===== src/rtl/vga_timing_pkg.sv =====
// vga_timing_pkg: 640x480@60 Hz raster constants and decode helpers,
// shared by the sync generator and the downstream colour logic.
package vga_timing_pkg;

    // Coordinate width shared with the colour logic.
    localparam int COORD_W = 10;
    localparam int FCNT_W  = 16;

    typedef logic [COORD_W-1:0] coord_t;
    typedef logic [FCNT_W-1:0]  fcnt_t;

    // Horizontal timing, in pixels.
    localparam coord_t H_TOTAL     = coord_t'(800);
    localparam coord_t H_LAST      = coord_t'(799);
    localparam coord_t H_SYNC_END  = coord_t'(96);
    localparam coord_t H_ACT_START = coord_t'(144);
    localparam coord_t H_ACT_END   = coord_t'(783);

    // Vertical timing, in lines.
    localparam coord_t V_TOTAL     = coord_t'(525);
    localparam coord_t V_LAST      = coord_t'(524);
    localparam coord_t V_SYNC_END  = coord_t'(2);
    localparam coord_t V_ACT_START = coord_t'(35);
    localparam coord_t V_ACT_END   = coord_t'(514);

    function automatic logic in_span(
        input coord_t x,
        input coord_t lo,
        input coord_t hi
    );
        return (x >= lo) && (x <= hi);
    endfunction

    function automatic logic is_visible(
        input coord_t h,
        input coord_t v
    );
        return in_span(h, H_ACT_START, H_ACT_END) &&
               in_span(v, V_ACT_START, V_ACT_END);
    endfunction

endpackage


===== src/rtl/vga_sync_gen_if.sv =====
// vga_sync_gen_if: raster bundle from the sync generator (master)
// to the colour logic / pins (slave).
// Signals: hCount, vCount, bright, hSync, vSync, pix_en,
//          frame_start, frame_count.
interface vga_sync_gen_if;
    import vga_timing_pkg::*;

    coord_t hCount;
    coord_t vCount;
    logic   bright;
    logic   hSync;
    logic   vSync;
    logic   pix_en;
    logic   frame_start;
    fcnt_t  frame_count;

    modport master (
        output hCount,
        output vCount,
        output bright,
        output hSync,
        output vSync,
        output pix_en,
        output frame_start,
        output frame_count
    );

    modport slave (
        input hCount,
        input vCount,
        input bright,
        input hSync,
        input vSync,
        input pix_en,
        input frame_start,
        input frame_count
    );

endinterface


===== src/rtl/vga_pix_en.sv =====
// vga_pix_en: board-clock divider producing the one-clk pixel strobe.
// Ports: clk, rst (async, active high) in; pix_en_o out.
module vga_pix_en #(
    parameter int CLK_DIV = 4
) (
    input  logic clk,
    input  logic rst,
    output logic pix_en_o
);

    // A 1-bit counter is kept even for CLK_DIV=1; it then never
    // leaves 0 and the strobe is permanently high.
    localparam int DIV_W = (CLK_DIV > 1) ? $clog2(CLK_DIV) : 1;
    localparam logic [DIV_W-1:0] DIV_LAST = DIV_W'(CLK_DIV - 1);

    logic [DIV_W-1:0] div_q;
    logic [DIV_W-1:0] div_d;

    always_comb begin
        div_d = div_q + 1'b1;
        if (div_q == DIV_LAST) begin
            div_d = '0;
        end
    end

    always_ff @(posedge clk or posedge rst) begin
        if (rst) begin
            div_q <= '0;
        end else begin
            div_q <= div_d;
        end
    end

    assign pix_en_o = (div_q == DIV_LAST);

endmodule


===== src/rtl/vga_sync_gen.sv =====
// vga_sync_gen: 640x480@60 Hz raster counters, registered sync/bright
// decode and frame pulse. Ports: clk, rst (async, active high) in;
// vga (vga_sync_gen_if.master) out. Define VGA_SYNC_FRAME_CNT_EN to
// build the 16-bit completed-frame counter; otherwise it reads 0.
module vga_sync_gen
    import vga_timing_pkg::*;
#(
    parameter int CLK_DIV = 4
) (
    input  logic           clk,
    input  logic           rst,
    vga_sync_gen_if.master vga
);

    logic   pix_en;

    coord_t h_q;
    coord_t h_d;
    coord_t v_q;
    coord_t v_d;
    logic   hs_q;
    logic   hs_d;
    logic   vs_q;
    logic   vs_d;
    logic   bright_q;
    logic   bright_d;
    logic   fs_q;
    logic   fs_d;

    vga_pix_en #(
        .CLK_DIV (CLK_DIV)
    ) u_pix_en (
        .clk      (clk),
        .rst      (rst),
        .pix_en_o (pix_en)
    );

    always_comb begin
        h_d  = h_q;
        v_d  = v_q;
        fs_d = 1'b0;
        if (pix_en) begin
            if (h_q == H_LAST) begin
                h_d = '0;
                if (v_q == V_LAST) begin
                    v_d  = '0;
                    fs_d = 1'b1;
                end else begin
                    v_d = v_q + 1'b1;
                end
            end else begin
                h_d = h_q + 1'b1;
            end
        end
        // Decode from next-state values so the registered pins line
        // up with the counters they are presented alongside.
        hs_d     = (h_d >= H_SYNC_END);
        vs_d     = (v_d >= V_SYNC_END);
        bright_d = is_visible(h_d, v_d);
    end

    always_ff @(posedge clk or posedge rst) begin
        if (rst) begin
            h_q      <= '0;
            v_q      <= '0;
            hs_q     <= 1'b0;
            vs_q     <= 1'b0;
            bright_q <= 1'b0;
            fs_q     <= 1'b0;
        end else begin
            h_q      <= h_d;
            v_q      <= v_d;
            hs_q     <= hs_d;
            vs_q     <= vs_d;
            bright_q <= bright_d;
            fs_q     <= fs_d;
        end
    end

`ifdef VGA_SYNC_FRAME_CNT_EN
    fcnt_t fcnt_q;
    fcnt_t fcnt_d;

    // Counts on the same edge that raises frame_start, so the new
    // count is visible together with the pulse.
    always_comb begin
        fcnt_d = fcnt_q;
        if (fs_d) begin
            fcnt_d = fcnt_q + 1'b1;
        end
    end

    always_ff @(posedge clk or posedge rst) begin
        if (rst) begin
            fcnt_q <= '0;
        end else begin
            fcnt_q <= fcnt_d;
        end
    end

    assign vga.frame_count = fcnt_q;
`else
    assign vga.frame_count = '0;
`endif

    assign vga.hCount      = h_q;
    assign vga.vCount      = v_q;
    assign vga.hSync       = hs_q;
    assign vga.vSync       = vs_q;
    assign vga.bright      = bright_q;
    assign vga.pix_en      = pix_en;
    assign vga.frame_start = fs_q;

endmodule

===== src/flat_wrapper.sv =====
// flat-port wrapper written by rule: the top's interface ports become plain ports
module vga_sync_gen_flat import vga_timing_pkg::*;
#(
    parameter int CLK_DIV = 4
)
  (clk, rst, vga_hCount, vga_vCount, vga_bright, vga_hSync, vga_vSync, vga_pix_en, vga_frame_start, vga_frame_count);
  vga_sync_gen_if vga_i ();
  input  logic clk;
  input  logic rst;
  output wire logic [$bits(vga_i.hCount)-1:0] vga_hCount;
  output wire logic [$bits(vga_i.vCount)-1:0] vga_vCount;
  output wire logic [$bits(vga_i.bright)-1:0] vga_bright;
  output wire logic [$bits(vga_i.hSync)-1:0] vga_hSync;
  output wire logic [$bits(vga_i.vSync)-1:0] vga_vSync;
  output wire logic [$bits(vga_i.pix_en)-1:0] vga_pix_en;
  output wire logic [$bits(vga_i.frame_start)-1:0] vga_frame_start;
  output wire logic [$bits(vga_i.frame_count)-1:0] vga_frame_count;
  assign vga_hCount = vga_i.hCount;
  assign vga_vCount = vga_i.vCount;
  assign vga_bright = vga_i.bright;
  assign vga_hSync = vga_i.hSync;
  assign vga_vSync = vga_i.vSync;
  assign vga_pix_en = vga_i.pix_en;
  assign vga_frame_start = vga_i.frame_start;
  assign vga_frame_count = vga_i.frame_count;
  vga_sync_gen #(.CLK_DIV(CLK_DIV)) u_core (.clk(clk), .rst(rst), .vga(vga_i));
endmodule

===== config.mk =====
export PLATFORM = sky130hd
export DESIGN_NAME = vga_sync_gen_flat
export DESIGN_NICKNAME = d
export VERILOG_FILES = /design/src/rtl/vga_timing_pkg.sv /design/src/rtl/vga_sync_gen_if.sv /design/src/rtl/vga_pix_en.sv /design/src/rtl/vga_sync_gen.sv /design/src/flat_wrapper.sv
export SDC_FILE = /design/constraint.sdc
export NUM_CORES = 1
export LEC_CHECK = 0
export ABC_AREA = 1
export BUFFER_PORTS_ARGS = -buffer_cell sky130_fd_sc_hd__buf_2
export CELL_PAD_IN_SITES_DETAIL_PLACEMENT = 1
export CELL_PAD_IN_SITES_GLOBAL_PLACEMENT = 2
export CORE_MARGIN = 3
export CORE_UTILIZATION = 26
export CTS_CLUSTER_DIAMETER = 50
export DETAILED_ROUTE_END_ITERATION = 8
export PLACE_DENSITY_LB_ADDON = 0.1
export SLEW_MARGIN = 20
export SYNTH_ARGS = -nofsm -noshare
export SYNTH_HDL_FRONTEND = slang
export SYNTH_SLANG_ARGS = --single-unit

===== constraint.sdc =====
create_clock -name clk -period 1.7 [get_ports clk]
set_input_delay 0.17 -clock clk [delete_from_list [all_inputs] [get_ports clk]]
set_output_delay 0.17 -clock clk [all_outputs]
set_load 0.02 [all_outputs]

* Word level (Yosys, flattened, before mapping)
Index checks and enable logic that the tools add are counted.
** Word-level totals
- Bits of input ports :: 2
- Flip-flop bits (word level) :: 26
** Operators by class
- $add $sub $neg :: 3
- Muxes and demuxes :: 9
- Magnitude comparators :: 6
- Equal/unequal tests :: 3
- Reduce and logical (&&, ||, !) cells :: 3
** Operator list (count)
- $mux 10 :: 5
- $add 10x1->10 const B :: 2
- $eq 10x10->1 const B :: 2
- $le 10x10->1 const B :: 2
- $ge 10x2->1 const B :: 1
- $ge 10x6->1 const B :: 1
- $ge 10x7->1 const B :: 1
- $ge 10x8->1 const B :: 1
- $logic_and 1x1->1 :: 3
- $mux 1 :: 3
- $add 2x1->2 const B :: 1
- $eq 2x2->1 const B :: 1
- $mux 2 :: 1

* Longest topological paths before layout
Gate-level depths: netlist of run 1.
- Word-level depth :: 7
- Depth in mapped cells :: 16
- Gate-level depth less buffers :: 15

* Hierarchy
Synthesis of run 1 repeated with hierarchy kept, for this count alone.
** Unflattened totals
- Cell total of the unflattened synthesis :: 258
- Area total of the unflattened synthesis :: 1819.2 um2
** By module, submodules not included
- vga_sync_gen :: cells an instance 253, area each 1749.2 um2, times used 1
- vga_pix_en :: cells an instance 5, area each 70.1 um2, times used 1

* Worst setup path after synthesis of run 1
OpenSTA, ideal clock, no wires.
- Path kind :: register to register
- Start point :: register u_core.u_pix_en.div_q[0]
- End point :: register u_core.bright_q (netlist: u_core.vga.bright)
- Buffers on the path :: 1
- Data arrival time :: 1.797 ns
- Path slack :: -0.215 ns
- Stages on the path, launching flop included :: 16
- Required time :: 1.582 ns
- Path through :: dfrtp_1 > ha_1 > buf_6 > nand2_1 > nor2_2 > nand3_2 > nor2_2 > nand2_2 > nand2_1 > nand2_1 > nand2_1 > nand2_2 > nor2_2 > nor2_2 > nand2_1 > nor2_2
** Between the ends
- Cells in the longest elaborated chain, start to end :: 5
** Ends and longest elaborated chain
- start, declared :: RTL line vga_pix_en.sv:16 : logic [DIV_W-1:0] div_q;
- start signal, assigned :: RTL line vga_pix_en.sv:30 : div_q <= div_d;
- $eq 2x2->1 * :: RTL line vga_pix_en.sv:34 : assign pix_en_o = (div_q == DIV_LAST);
- net vga_pix_en :: RTL line flat_wrapper.sv:15 : output wire logic [$bits(vga_i.pix_en)-1:0] vga_pix_en;
- $mux 10 :: RTL line vga_sync_gen.sv:42 : if (pix_en) begin
- $ge 10x8->1 (tied with other cells) :: RTL line vga_timing_pkg.sv:31 : return (x >= lo) && (x <= hi);
- $logic_and 1x1->1 :: RTL line vga_timing_pkg.sv:31
- $logic_and 1x1->1 * :: RTL line vga_timing_pkg.sv:38 : return in_span(h, H_ACT_START, H_ACT_END) &&
- net u_core.bright_d :: RTL line vga_sync_gen.sv:26 : logic bright_d;
- end signal, assigned :: RTL line vga_sync_gen.sv:75 : bright_q <= bright_d;
- end, declared :: RTL line vga_sync_gen.sv:25 : logic bright_q;
The timed path passes the listed nets; every way through them passes the cells marked *.

* Worst setup path after layout of run 1
- Start point :: register u_core.v_q[0] (netlist: u_core.vga.vCount[0])
- End point :: register u_core.vs_q (netlist: u_core.vga.vSync)
** Between the ends
- Cells in the longest elaborated chain, start to end :: 5
** Ends and longest elaborated chain
- start, declared :: RTL line vga_sync_gen.sv:19 : coord_t v_q;
- start signal, assigned :: RTL line vga_sync_gen.sv:72 : v_q <= v_d;
- $add 10x1->10 / $eq 10x10->1 (equally long branches) :: RTL line vga_sync_gen.sv:49, vga_sync_gen.sv:45
- $mux 10 * :: RTL line vga_sync_gen.sv:45 : if (v_q == V_LAST) begin
- $mux 10 * :: RTL line vga_sync_gen.sv:43 : if (h_q == H_LAST) begin
- $mux 10 * :: RTL line vga_sync_gen.sv:42
- net u_core.v_d[1] :: RTL line vga_sync_gen.sv:20 : coord_t v_d;
- $ge 10x2->1 * :: RTL line vga_sync_gen.sv:58 : vs_d = (v_d >= V_SYNC_END);
- net u_core.vs_d :: RTL line vga_sync_gen.sv:24 : logic vs_d;
- end signal, assigned :: RTL line vga_sync_gen.sv:74 : vs_q <= vs_d;
- end, declared :: RTL line vga_sync_gen.sv:23 : logic vs_q;
Marked as above.

==> impl_metrics.env, run 1 <==
export IMPL_status="finished with violations"
export IMPL_violations="setup timing"
export IMPL_area_delta_synth_final_pct=59.4
export IMPL_r2r_cells=9
export IMPL_drtPass1Iterations=4
export IMPL_critical_path_startpoint="u_core.vga.vCount[0]"
export IMPL_ys_types=28
export IMPL_yosysTopAreaCell="dfrtp_1"
export IMPL_nets=335
export IMPL_ir_drop_mv=0.537
export IMPL_fin_ws_ps=-144
export IMPL_stdcell_area_um2=2740
export IMPL_syn_instance_count=235
export IMPL_netlist_area_um2=1720
export IMPL_rr_startpoint="u_core.vga.vCount[0]"
export IMPL_synth_seq_cells=26
export IMPL_period_minus_slack_ps=1840
export IMPL_gp_congestion=0.806
export IMPL_synth_area_per_cell_um2=7.31
export IMPL_core_um2=6170
export IMPL_finalMaxSlewViolations=0
export IMPL_diodes=0
export IMPL_setup_viol_count_final=2
export IMPL_p_leak_nw=1.53
export IMPL_critPathCaptureType="flop"
export IMPL_cts_tree="built"
export IMPL_place_ws_ps=-289
export IMPL_powerDensity_nw_per_um2=443
export IMPL_rsz0062_at_grt="true"
export IMPL_drt_iter0_drc=62
export IMPL_drive_gt1_frac=0.518
export IMPL_initial_utilization=0.279
export IMPL_vias=1709
export IMPL_worstPathRequired_ps=1860
export IMPL_final_setup_skew_ps=6.87
export IMPL_grt_pass1_wl_um=8850
export IMPL_utilization=0.444
export IMPL_clock_sinks=26
export IMPL_first_global_vias=1818
export IMPL_maxCapViolations=0
export IMPL_criticalPathCategory="reg2reg"
export IMPL_drc=0
export IMPL_path_max_fanout=4
export IMPL_placementRows=28
export IMPL_grt_overflow_total=0
export IMPL_ios=43
export IMPL_fmax_ghz=0.542
export IMPL_cts_root_buf="clkbuf_8"
export IMPL_startpoint_type="flop"
export IMPL_ys_seq_area_frac=0.379
export IMPL_multiInputGateArea_um2=1080
export IMPL_portBuffers=26
export IMPL_clk_path_buf_depth=2
export IMPL_dpl_hpwl_um=3940
export IMPL_fin_hold_ws_ps=481
export IMPL_hold_path_class="reg2reg"
export IMPL_placed_area_um2=2330
export IMPL_wire_per_inst_um=13.0
export IMPL_critPathArrivalTime_ps=2000
export IMPL_finalHoldViolCount=0
export IMPL_dieArea_um2=7620
export IMPL_dieHeight_um=87.3
export IMPL_antenna_found_initial=0
export IMPL_drtAntennaViolNets=0
export IMPL_tns_ps=-287
export IMPL_cts_clk_slew_worst_paths_ps=110
export IMPL_worst_r2r_setup_slack_ps=-140
export IMPL_clk_latency_ps=280
export IMPL_fin_crit_sh=1.08
export IMPL_fill_cells=776
export IMPL_htreeDepth=1
export IMPL_layout_common_cells="60 x buf_4, 46 x nand2_1, 35 x inv_1, 26 x buf_2, 18 x dfrtp_1"
export IMPL_via_per_inst=4.24
export IMPL_ys_warn_count=0
export IMPL_wl_um=5230
export IMPL_rr_endpoint="u_core.vga.vSync"
export IMPL_synth_area_leaders="dfrtp_1 38%, nand2_1 14%, inv_1 8.5%"
export IMPL_synth_top_area_share=0.379
export IMPL_seq_area_um2=661
export IMPL_grt_max_degree=27
export IMPL_endpoint="u_core.vga.vSync"
export IMPL_grt_total_usage=0.148
export IMPL_cts_buffers_inserted=3
export IMPL_die_x_um=87.3
export IMPL_mostFrequentLayoutCell="buf_4"
metal layers:
layer / track usage / part of all wire / up-vias
li1: - / - / 866
met1: 0.215 / 0.50 / 803
met2: 0.237 / 0.45 / 35
met3: 0.0104 / 0.036 / 5
met4: 0.0377 / 0.016 / 0
met5: 0 / 0 / -
Yosys cell counts:
library cell  count
a21oi_1           2
buf_4            16
buf_6             1
clkbuf_1          1
conb_1            1
dfrtp_1          26
ha_1              4
inv_1            39
inv_2             8
nand2_1          62
nand2_2           6
nand3_1          16
nand3_2           2
nand3b_1          2
nand4_1           4
nand4_4           1
nor2_1           17
nor2_2            8
nor2_8            1
nor3_1            1
nor3_2            1
nor4_1            1
o21ai_0           3
o21ai_1           4
o21bai_2          1
or2_0             1
xnor2_1           1
xor2_1            5
through the flow:
step	std cells	total power (W)
3_5_place_dp	388	0.000679
4_1_cts	400	0.00123
5_1_grt	403	0.00127
3_3_place_gp	388	0.000678
6_report	403	0.00121
2_1_floorplan	250	0.000698
how the worst min path moves through the flow:
stage	startpoint	to	slack [ps]	cells after the start
2_1_floorplan	rst	u_core.u_pix_en.div_q[0]	210	1
3_3_place_gp	rst	u_core.vga.vCount[3]	260	3
3_5_place_dp	rst	u_core.vga.vCount[2]	270	3
4_1_cts	u_core.u_pix_en.div_q[0]	u_core.u_pix_en.div_q[0]	490	1
5_1_grt	u_core.u_pix_en.div_q[0]	u_core.u_pix_en.div_q[0]	530	1
6_report	u_core.u_pix_en.div_q[0]	u_core.u_pix_en.div_q[0]	480	1
what timing repair did:
| action | 4_1_cts | 5_1_grt |
|---|---|---|
| hold buffers | 1 | 0 |
| setup endpoints to repair | 3 | 7 |
| gates cloned | 1 | 0 |
| hold endpoints to repair | 26 | 0 |
| resized for setup | 23 | 33 |
| pin swaps | 11 | 14 |
| setup buffers | 6 | 4 |
power by group:
part	leakage, nW	internal (W)	total [W]	switching, W
clock network	0.0357	0.000316	0.000546	0.000230
registers	0.337	0.000618	0.000618	0
logic	1.16	0.00000400	0.0000490	0.0000450
total	1.53	0.000938	0.00121	0.000275
registers in the layout, indices dropped and copies added, names as in the netlist:
register	flops
u_core.u_pix_en.div_q	2
u_core.vga.bright	1
u_core.vga.hSync	1
u_core.vga.vSync	1
u_core.vga.vCount	10
u_core.vga.frame_start	1
u_core.vga.hCount	10
kinds of logic after synthesis:
kind of cell	Yosys count	synth area share
other cells	1	0.00218
fa+ha+maj	4	0.0291
xor+xnor	6	0.0306
flops	26	0.379
buf+inv	65	0.181
simple gates	123	0.345
compound gates	10	0.0328
layout make-up:
class | count | share of cell area
repair buffers | 91 | 0.239
clock buffers | 3 | 0.0151
flip-flops and latches | 26 | 0.241
multi-input cells | 160 | 0.394
well taps | 75 | 0.0343
clock inverters | 1 | 0.0110
inverters | 47 | 0.0663
worst max-delay path: stages, from the launching register on:
cell	delay (ps)
dfrtp_2	460
inv_2	100
ha_4	140
nand3_4	60
nand3b_1	270
buf_6	180
nand2_4	60
o21ai_4	80
nor4_4	270
nand2_1	110
Note: power is estimated with default switching activity, not from simulation.
==> run 2: changes to the inputs <==
--- a/config.mk
+++ b/config.mk
@@ -9,10 +9,11 @@
 export BUFFER_PORTS_ARGS = -buffer_cell sky130_fd_sc_hd__buf_2
 export CELL_PAD_IN_SITES_DETAIL_PLACEMENT = 1
 export CELL_PAD_IN_SITES_GLOBAL_PLACEMENT = 2
-export CORE_MARGIN = 3
+export CORE_MARGIN = 2
 export CORE_UTILIZATION = 26
 export CTS_CLUSTER_DIAMETER = 50
 export DETAILED_ROUTE_END_ITERATION = 8
+export GPL_ROUTABILITY_DRIVEN = 0
 export PLACE_DENSITY_LB_ADDON = 0.1
 export SLEW_MARGIN = 20
 export SYNTH_ARGS = -nofsm -noshare
==> impl_metrics.env, run 2 (same netlist as run 1, synthesis figures left out) <==
export IMPL_status="finished with violations"
export IMPL_violations="setup timing"
export IMPL_fin_crit_sh=1.09
export IMPL_placed_area_um2=2430
export IMPL_p_leak_nw=1.60
export IMPL_initial_utilization=0.269
export IMPL_cts_tree="built"
export IMPL_rsz0062_at_grt="true"
export IMPL_die_x_um=85.3
export IMPL_critical_path_startpoint="u_core.u_pix_en.div_q[0]"
export IMPL_drc=0
export IMPL_vias=1748
export IMPL_critPathArrivalTime_ps=2040
export IMPL_cts_buffers_inserted=3
export IMPL_cts_clk_slew_worst_paths_ps=100
export IMPL_dieArea_um2=7270
export IMPL_final_instance_count_excl_fill=415
export IMPL_drive_gt1_frac=0.530
export IMPL_dieHeight_um=85.3
export IMPL_layout_common_cells="68 x buf_4, 51 x nand2_1, 36 x inv_1, 26 x buf_2, 19 x dfrtp_1"
export IMPL_maxCapViolations=0
export IMPL_path_common_cell="nor2_2"
export IMPL_utilization=0.443
export IMPL_via_per_inst=4.21
export IMPL_wl_um=5400
export IMPL_dpl_hpwl_um=4140
export IMPL_critPathCaptureType="flop"
export IMPL_grt_max_degree=27
export IMPL_rr_startpoint="u_core.u_pix_en.div_q[0]"
export IMPL_first_global_vias=1822
export IMPL_ios=43
export IMPL_path_cells="ha_4 > buf_12 > nand4_4 > buf_12 > o21ai_2 > nand2_1 > nand3_2 > nor2_2 > nor2_2 > nor2_2"
export IMPL_finalMaxSlewViolations=0
export IMPL_fin_ws_ps=-154
export IMPL_grt_total_usage=0.158
export IMPL_placementRows=29
export IMPL_clk_path_buf_depth=2
export IMPL_cts_root_buf="clkbuf_8"
export IMPL_portBuffers=26
export IMPL_worstPathRequired_ps=1890
export IMPL_cp_top_family="simple AND/OR/NAND/NOR gates"
export IMPL_clock_sinks=26
export IMPL_setup_viol_count_final=3
export IMPL_grt_pass1_wl_um=8950
export IMPL_fmax_ghz=0.539
export IMPL_drt_iter0_drc=45
export IMPL_drtPass1Iterations=3
export IMPL_antenna_found_initial=0
export IMPL_fin_hold_ws_ps=483
export IMPL_path_max_fanout=6
export IMPL_cpMaxStageDelayCell="dfrtp_1"
export IMPL_clk_latency_ps=290
export IMPL_mostFrequentLayoutCell="buf_4"
export IMPL_max_stage_delay_ps=410
export IMPL_drtAntennaViolNets=0
export IMPL_htreeDepth=1
export IMPL_final_setup_skew_ps=5.03
export IMPL_crit_buf_inv=2
export IMPL_powerDensity_nw_per_um2=430
export IMPL_fin_total_pwr_w=0.00122
export IMPL_grt_overflow_total=0
export IMPL_area_delta_synth_final_pct=64.6
export IMPL_nets=345
export IMPL_ir_drop_mv=0.362
export IMPL_core_um2=6390
export IMPL_wire_per_inst_um=13.0
export IMPL_criticalPathCategory="reg2reg"
export IMPL_stdcell_area_um2=2830
export IMPL_period_minus_slack_ps=1850
export IMPL_finalHoldViolCount=0
export IMPL_dp_cells=399
export IMPL_diodes=0
export IMPL_hold_path_class="in2async"
export IMPL_startpoint_type="flop"
## run 2: cell type report
cell class                 instances  area, µm²
fill                             796       3560
tap                               77       96.3
clock buffer                       3       41.3
multi-input combinational        159       1060
timing repair buffer             102        756
sequential                        26        659
inverter                          47        181
clock inverter                     1       30.0
## run 2: path summary, 6_finish.rpt
kind                                            endpoint  slack (ps)  cells after the start
worst max-delay path                   u_core.vga.bright        -150                     10
max in group asynchronous           u_core.vga.hCount[5]         920                      4
worst min register to register  u_core.u_pix_en.div_q[1]         560                      1
min in group clk                u_core.u_pix_en.div_q[1]         560                      1
worst max register to register         u_core.vga.bright        -150                     10
worst min-delay path                u_core.vga.vCount[3]         480                      4
## run 2: per-stage QoR
step / TNS [ps] / worst slack [ps]
CTS: -490 / -183
global placement: -740 / -385
global route: -817 / -277
floorplan: -41.5 / -41.5
detailed placement: -847 / -405
finish: -295 / -154
## run 2: layer usage
layer	vias to the layer above	wire length (µm)	global-route usage
met1	832	2690	0.228
met4	0	87	0.0606
met2	27	2500	0.242
met3	4	130	0.0156
li1	885	-	-
met5	-	0	0
## run 2: power by group
part / internal, W / switching [W] / leakage (nW)
clock: 0.000316 / 0.000232 / 0.0357
combinational: 0.00000400 / 0.0000451 / 1.23
sequential: 0.000618 / 0 / 0.337
## run 2: timing repair
action	4_1_cts	5_1_grt
hold buffers	1	0
resized for setup	25	32
pin swaps	12	21
hold endpoints to repair	26	0
buffers inserted	6	5
setup endpoints to repair	4	6
## run 2: tightest hold or removal path: stages
cell and delay (ps):
dlygate4sd3_1 530, buf_2 120, inv_1 40, buf_4 330
